==> config.mk <==
export PLATFORM = sky130hd
export DESIGN_NAME = lsu_mmio
export DESIGN_NICKNAME = d
export VERILOG_FILES = /design/src/rtl/lsu_mmio.sv
export SDC_FILE = /design/constraint.sdc
export NUM_CORES = 1
export LEC_CHECK = 0
export CORE_MARGIN = 1
export CORE_UTILIZATION = 49
export DETAILED_ROUTE_END_ITERATION = 10
export HOLD_SLACK_MARGIN = 0.06
export PLACE_DENSITY = 0.82
export SLEW_MARGIN = 10
export SYNTH_ARGS = -nofsm -noshare
export SYNTH_HDL_FRONTEND = slang
export SYNTH_SLANG_ARGS = --single-unit
==> constraint.sdc <==
create_clock -name clk -period 2.2 [get_ports clk]
set_input_delay 0.22 -clock clk [delete_from_list [all_inputs] [get_ports clk]]
set_output_delay 0.22 -clock clk [all_outputs]
set_load 0.02 [all_outputs]
==> src/rtl/lsu_mmio.sv <==
// Load/store unit: one request/acknowledge bus transaction per op, with lane
// steering, load extension and misaligned/illegal/timeout error reporting.
module lsu_mmio #(
  parameter int unsigned TIMEOUT = 255
) (
  input  logic        clk,
  input  logic        rst_n,
  input  logic        req_valid,
  output logic        req_ready,
  input  logic        req_we,
  input  logic [2:0]  req_funct3,
  input  logic [31:0] req_addr,
  input  logic [31:0] req_wdata,
  input  logic [4:0]  req_rd,
  output logic        resp_valid,
  output logic [31:0] resp_data,
  output logic [4:0]  resp_rd,
  output logic        resp_err,
  output logic        mem_req,
  output logic        mem_we,
  output logic [31:0] mem_addr,
  output logic [3:0]  mem_be,
  output logic [31:0] mem_wdata,
  input  logic        mem_ack,
  input  logic [31:0] mem_rdata
);

  typedef enum logic [1:0] {IDLE, BUS, RESP} state_t;

  localparam logic [15:0] TMO_LAST = 16'(TIMEOUT - 1);

  state_t      state;
  logic [15:0] cnt;
  logic        op_we;
  logic [2:0]  op_funct3;
  logic [1:0]  op_ofs;
  logic [4:0]  op_rd;

  logic        funct_ok;
  logic        misaligned;
  logic [3:0]  be_next;
  logic [31:0] wdata_next;
  logic [31:0] shifted;
  logic [31:0] load_data;

  assign req_ready = (state == IDLE);

  // Decode the incoming op: legality, alignment, lane enables, store lanes.
  always_comb begin
    funct_ok   = 1'b0;
    misaligned = 1'b0;
    be_next    = 4'b0000;
    wdata_next = 32'd0;
    case (req_funct3)
      3'b000, 3'b100: begin
        funct_ok   = (req_funct3 == 3'b000) || !req_we;
        be_next    = 4'b0001 << req_addr[1:0];
        wdata_next = {4{req_wdata[7:0]}};
      end
      3'b001, 3'b101: begin
        funct_ok   = (req_funct3 == 3'b001) || !req_we;
        misaligned = req_addr[0];
        be_next    = req_addr[1] ? 4'b1100 : 4'b0011;
        wdata_next = {2{req_wdata[15:0]}};
      end
      3'b010: begin
        funct_ok   = 1'b1;
        misaligned = |req_addr[1:0];
        be_next    = 4'b1111;
        wdata_next = req_wdata;
      end
      default: funct_ok = 1'b0;
    endcase
    if (!req_we) wdata_next = 32'd0;
  end

  always_comb begin
    shifted = mem_rdata >> {op_ofs, 3'b000};
    case (op_funct3)
      3'b000:  load_data = {{24{shifted[7]}}, shifted[7:0]};
      3'b100:  load_data = {24'd0, shifted[7:0]};
      3'b001:  load_data = {{16{shifted[15]}}, shifted[15:0]};
      3'b101:  load_data = {16'd0, shifted[15:0]};
      default: load_data = shifted;
    endcase
  end

  always_ff @(posedge clk or negedge rst_n) begin
    if (!rst_n) begin
      state      <= IDLE;
      cnt        <= 16'd0;
      op_we      <= 1'b0;
      op_funct3  <= 3'd0;
      op_ofs     <= 2'd0;
      op_rd      <= 5'd0;
      mem_req    <= 1'b0;
      mem_we     <= 1'b0;
      mem_addr   <= 32'd0;
      mem_be     <= 4'd0;
      mem_wdata  <= 32'd0;
      resp_valid <= 1'b0;
      resp_data  <= 32'd0;
      resp_rd    <= 5'd0;
      resp_err   <= 1'b0;
    end else begin
      case (state)
        IDLE: begin
          if (req_valid) begin
            op_we     <= req_we;
            op_funct3 <= req_funct3;
            op_ofs    <= req_addr[1:0];
            op_rd     <= req_rd;
            cnt       <= 16'd0;
            if (!funct_ok || misaligned) begin
              state      <= RESP;
              resp_valid <= 1'b1;
              resp_err   <= 1'b1;
              resp_data  <= 32'd0;
              resp_rd    <= 5'd0;
            end else begin
              state     <= BUS;
              mem_req   <= 1'b1;
              mem_we    <= req_we;
              mem_addr  <= {req_addr[31:2], 2'b00};
              mem_be    <= be_next;
              mem_wdata <= wdata_next;
            end
          end
        end
        BUS: begin
          // Ack takes priority over a timeout landing in the same cycle.
          if (mem_ack || cnt == TMO_LAST) begin
            state      <= RESP;
            mem_req    <= 1'b0;
            mem_we     <= 1'b0;
            mem_addr   <= 32'd0;
            mem_be     <= 4'd0;
            mem_wdata  <= 32'd0;
            resp_valid <= 1'b1;
            resp_err   <= !mem_ack;
            resp_data  <= (mem_ack && !op_we) ? load_data : 32'd0;
            resp_rd    <= (mem_ack && !op_we) ? op_rd : 5'd0;
          end else begin
            cnt <= cnt + 16'd1;
          end
        end
        RESP: begin
          state      <= IDLE;
          resp_valid <= 1'b0;
          resp_err   <= 1'b0;
          resp_data  <= 32'd0;
          resp_rd    <= 5'd0;
        end
        default: state <= IDLE;
      endcase
    end
  end

endmodule

==> flow_summary.ini <==
[detailed_routing]
post_drt_wl_per_cell_um = 18.3
drtPass1Iterations = 5
vias = 7525
routed_wl_um = 23100
via_per_inst = 5.97
drc = 0
ant_nets = 0
drtIter0Drc = 741

[yosys]
yosys_most_used_dff = dfrtp_1
synth.largest_area_cell = dfrtp_1
synth_area_leaders = dfrtp_1 45%, a22oi_1 5.1%, o21ai_0 4.8%
synth_top_family_by_area = compound AO/OA/AOI/OAI gates
syn_area_um2 = 7650
yosys.area_share.simple_pct = 15.0
syn_avg_cell_area_um2 = 9.14
seq_area_frac_synth_pct = 44.5
ys_top_cells_by_count = 136 x dfrtp_1, 94 x inv_1, 73 x nand2_1, 73 x o21ai_0, 52 x a22oi_1
synth_top_area_share_pct = 44.5
yosysMostFrequentCell = dfrtp_1
synthArstFlopShare_pct = 100
netlist_instances = 837
synth_edf_count = 0
muxShareOfSynthArea_pct = 6.18
synth-xor-area-share_pct = 0
yosysWarnings = 0
ys_seq_elements = 136
synthAdderAreaFrac_pct = 0.327
synth_cell_types = 54
synth_compound_area_share_pct = 25.2

[placed_design]
place.gp.congestion = 0.872
dp_hpwl_um = 16000
dp_slack_ns = -0.179
portBuffers = 216

[min_path]
hold_depth = 3
hp-start = req_rd[3]
hold_path_class = primary input to register
holdPathEnd = op_rd[3]

[worst_setup_path]
worstSetupPathType = register to register
crit-reg2reg-launch = op_ofs[0]
arrival_ns = 2.30
r2r_slack_ns = 0.19
cp-start-kind = register
rr_worst_depth = 4
crit_path_max_fanout = 16
crit_path_end_kind = register
rr_endpoint = resp_data[24]
required_ns = 2.49

[die]
dieWidth_um = 127
rows = 45
coreArea_um2 = 15200
die_area_um2 = 16100
fp.dieH_um = 127
io_pins = 219
start_util_pct = 50.3

[clock_network]
cts.sinks = 136
cts.reportedPaths.clkPinSlew_ns = 0.06
cts_tree = yes
clk_latency_ns = 0.42
clock_path_buffers = 2
h-tree-depth = 4
root_buffer = clkbuf_16
cts_buffers = 17

[sta]
worst_pin_slew_ns = 0.654
relSlewSlack_pct = 56.0
fin_crit_ns = 2.01
fin_crit_sh_pct = 91.5
rsz0062_at_grt = no
drv_slew = 0
hold_viol_final = 0
setup_tns_ns = 0
max_freq_mhz = 497
skew_ns = 0.00853
fin_ws_ns = 0.187
setup_violations = 0

[global_route]
grt_pass1_vias = 7123
grt_pass1_wl_um = 37300
grt-ovfl-total = 0
grt_max_degree = 62
antenna_found_initial = 0
grt_usage_pct = 29.3

[run_status]
status = complete, no violations

[finish]
final_layout_size_suffix_gt1_share_pct = 12.9
antenna_cells = 0
nNetsFinal = 1171
fin_util_pct = 72.0
fillCellCount = 1094
areaGrowthSynthToFinish_pct = 43.0

[pwr]
total_power_w = 0.0123
powerDensity_nw_per_um2 = 1120
leakagePower_nw = 4.52
irDropWorstVdd_v = 0.000845

[run]
max_cap_violations = 0
worst max path at each step:
stage	from	to	cells past startpoint
3_3_place_gp	req_funct3[0]	mem_wdata[23]	6
5_1_grt	state[0]	cnt[3]	4
2_1_floorplan	op_ofs[0]	resp_data[16]	6
3_5_place_dp	req_funct3[0]	mem_wdata[1]	6
4_1_cts	state[1]	req_ready	3
6_report	op_ofs[0]	resp_data[24]	4
registers in the layout, summed over array words and instances, names as in the netlist:
name	count
cnt	16
mem_addr	30
mem_be	4
mem_req	1
mem_wdata	32
mem_we	1
op_funct3	3
op_ofs	2
op_rd	5
op_we	1
resp_data	32
resp_err	1
resp_rd	5
resp_valid	1
state	2
timing repair:
| item | CTS | global route |
|---|---|---|
| resized for setup | 0 | 3 |
| hold buffers | 1 | 0 |
| hold endpoints to repair | 56 | 0 |
| buffers inserted | 0 | 3 |
| endpoints found under the setup margin | 0 | 71 |
cell families (layout without fill, tap and decap cells):
family	Yosys count	in the layout
AOI/OAI and AO/OA	286	286
DFF	136	136
and+or+nand+nor	214	214
adders and majority gates	2	2
muxes	34	34
other	1	2
buffers and inverters	164	399
stage by stage:
| step | cell area [um^2] | hold WS, ns | instances |
|---|---|---|---|
| finish | 10900 | 0.342 | 1261 |
| detailed placement | 10300 | 0.242 | 1225 |
| global placement | 10300 | 0.234 | 1225 |
| CTS | 10900 | 0.336 | 1258 |
| floorplan | 7650 | -0.0756 | 838 |
| global route | 10900 | 0.350 | 1261 |
routing by layer:
metal  routed length [um]  GRT usage [%]  up-vias
li1                     -              -     3471
met1                 9850           39.3     3641
met2                10600           46.1      386
met3                 2270           8.60       27
met4                  374           8.47        0
met5                    0              0        -
power breakdown:
group          internal (W)  total, W  switching [W]
logic               0.00254   0.00532        0.00278
clock network       0.00181   0.00292        0.00111
registers           0.00327   0.00403       0.000754
critical path: stages, from the launching register on:
cell	delay (ns)
dfrtp_1	0.42
mux2_2	0.37
mux4_2	0.64
a22oi_1	0.32
nand4_1	0.13
cell usage in the layout, fill, tap and decap left out, types with 6 or more instances in the layout:
cell type,instances
and2_1,9
clkbuf_16,17
a31oi_1,8
dfrtp_1,135
a22o_1,8
a22oi_2,14
nand3b_1,16
mux2i_1,9
a221o_1,8
clkdlybuf4s50_1,214
mux2_2,16
mux4_2,9
nand2_1,73
o21ai_1,16
a21oi_1,42
inv_1,94
o31ai_1,6
nor2_1,11
nand3_1,30
buf_4,45
buf_12,10
a22oi_1,52
nand2b_1,13
nand4_1,22
o211ai_1,41
and3_1,13
o21ai_0,72
cell type report:
cell class | count | area [um^2] | share of cell area, %
clock buffer | 20 | 447 | 4.08
inverter | 95 | 357 | 3.26
multi-input combinational | 538 | 3630 | 33.2
tap | 188 | 235 | 2.15
clock inverter | 12 | 151 | 1.38
sequential | 136 | 3400 | 31.1
timing repair buffer | 272 | 2710 | 24.8
Note: power is estimated with default switching activity, not from simulation.
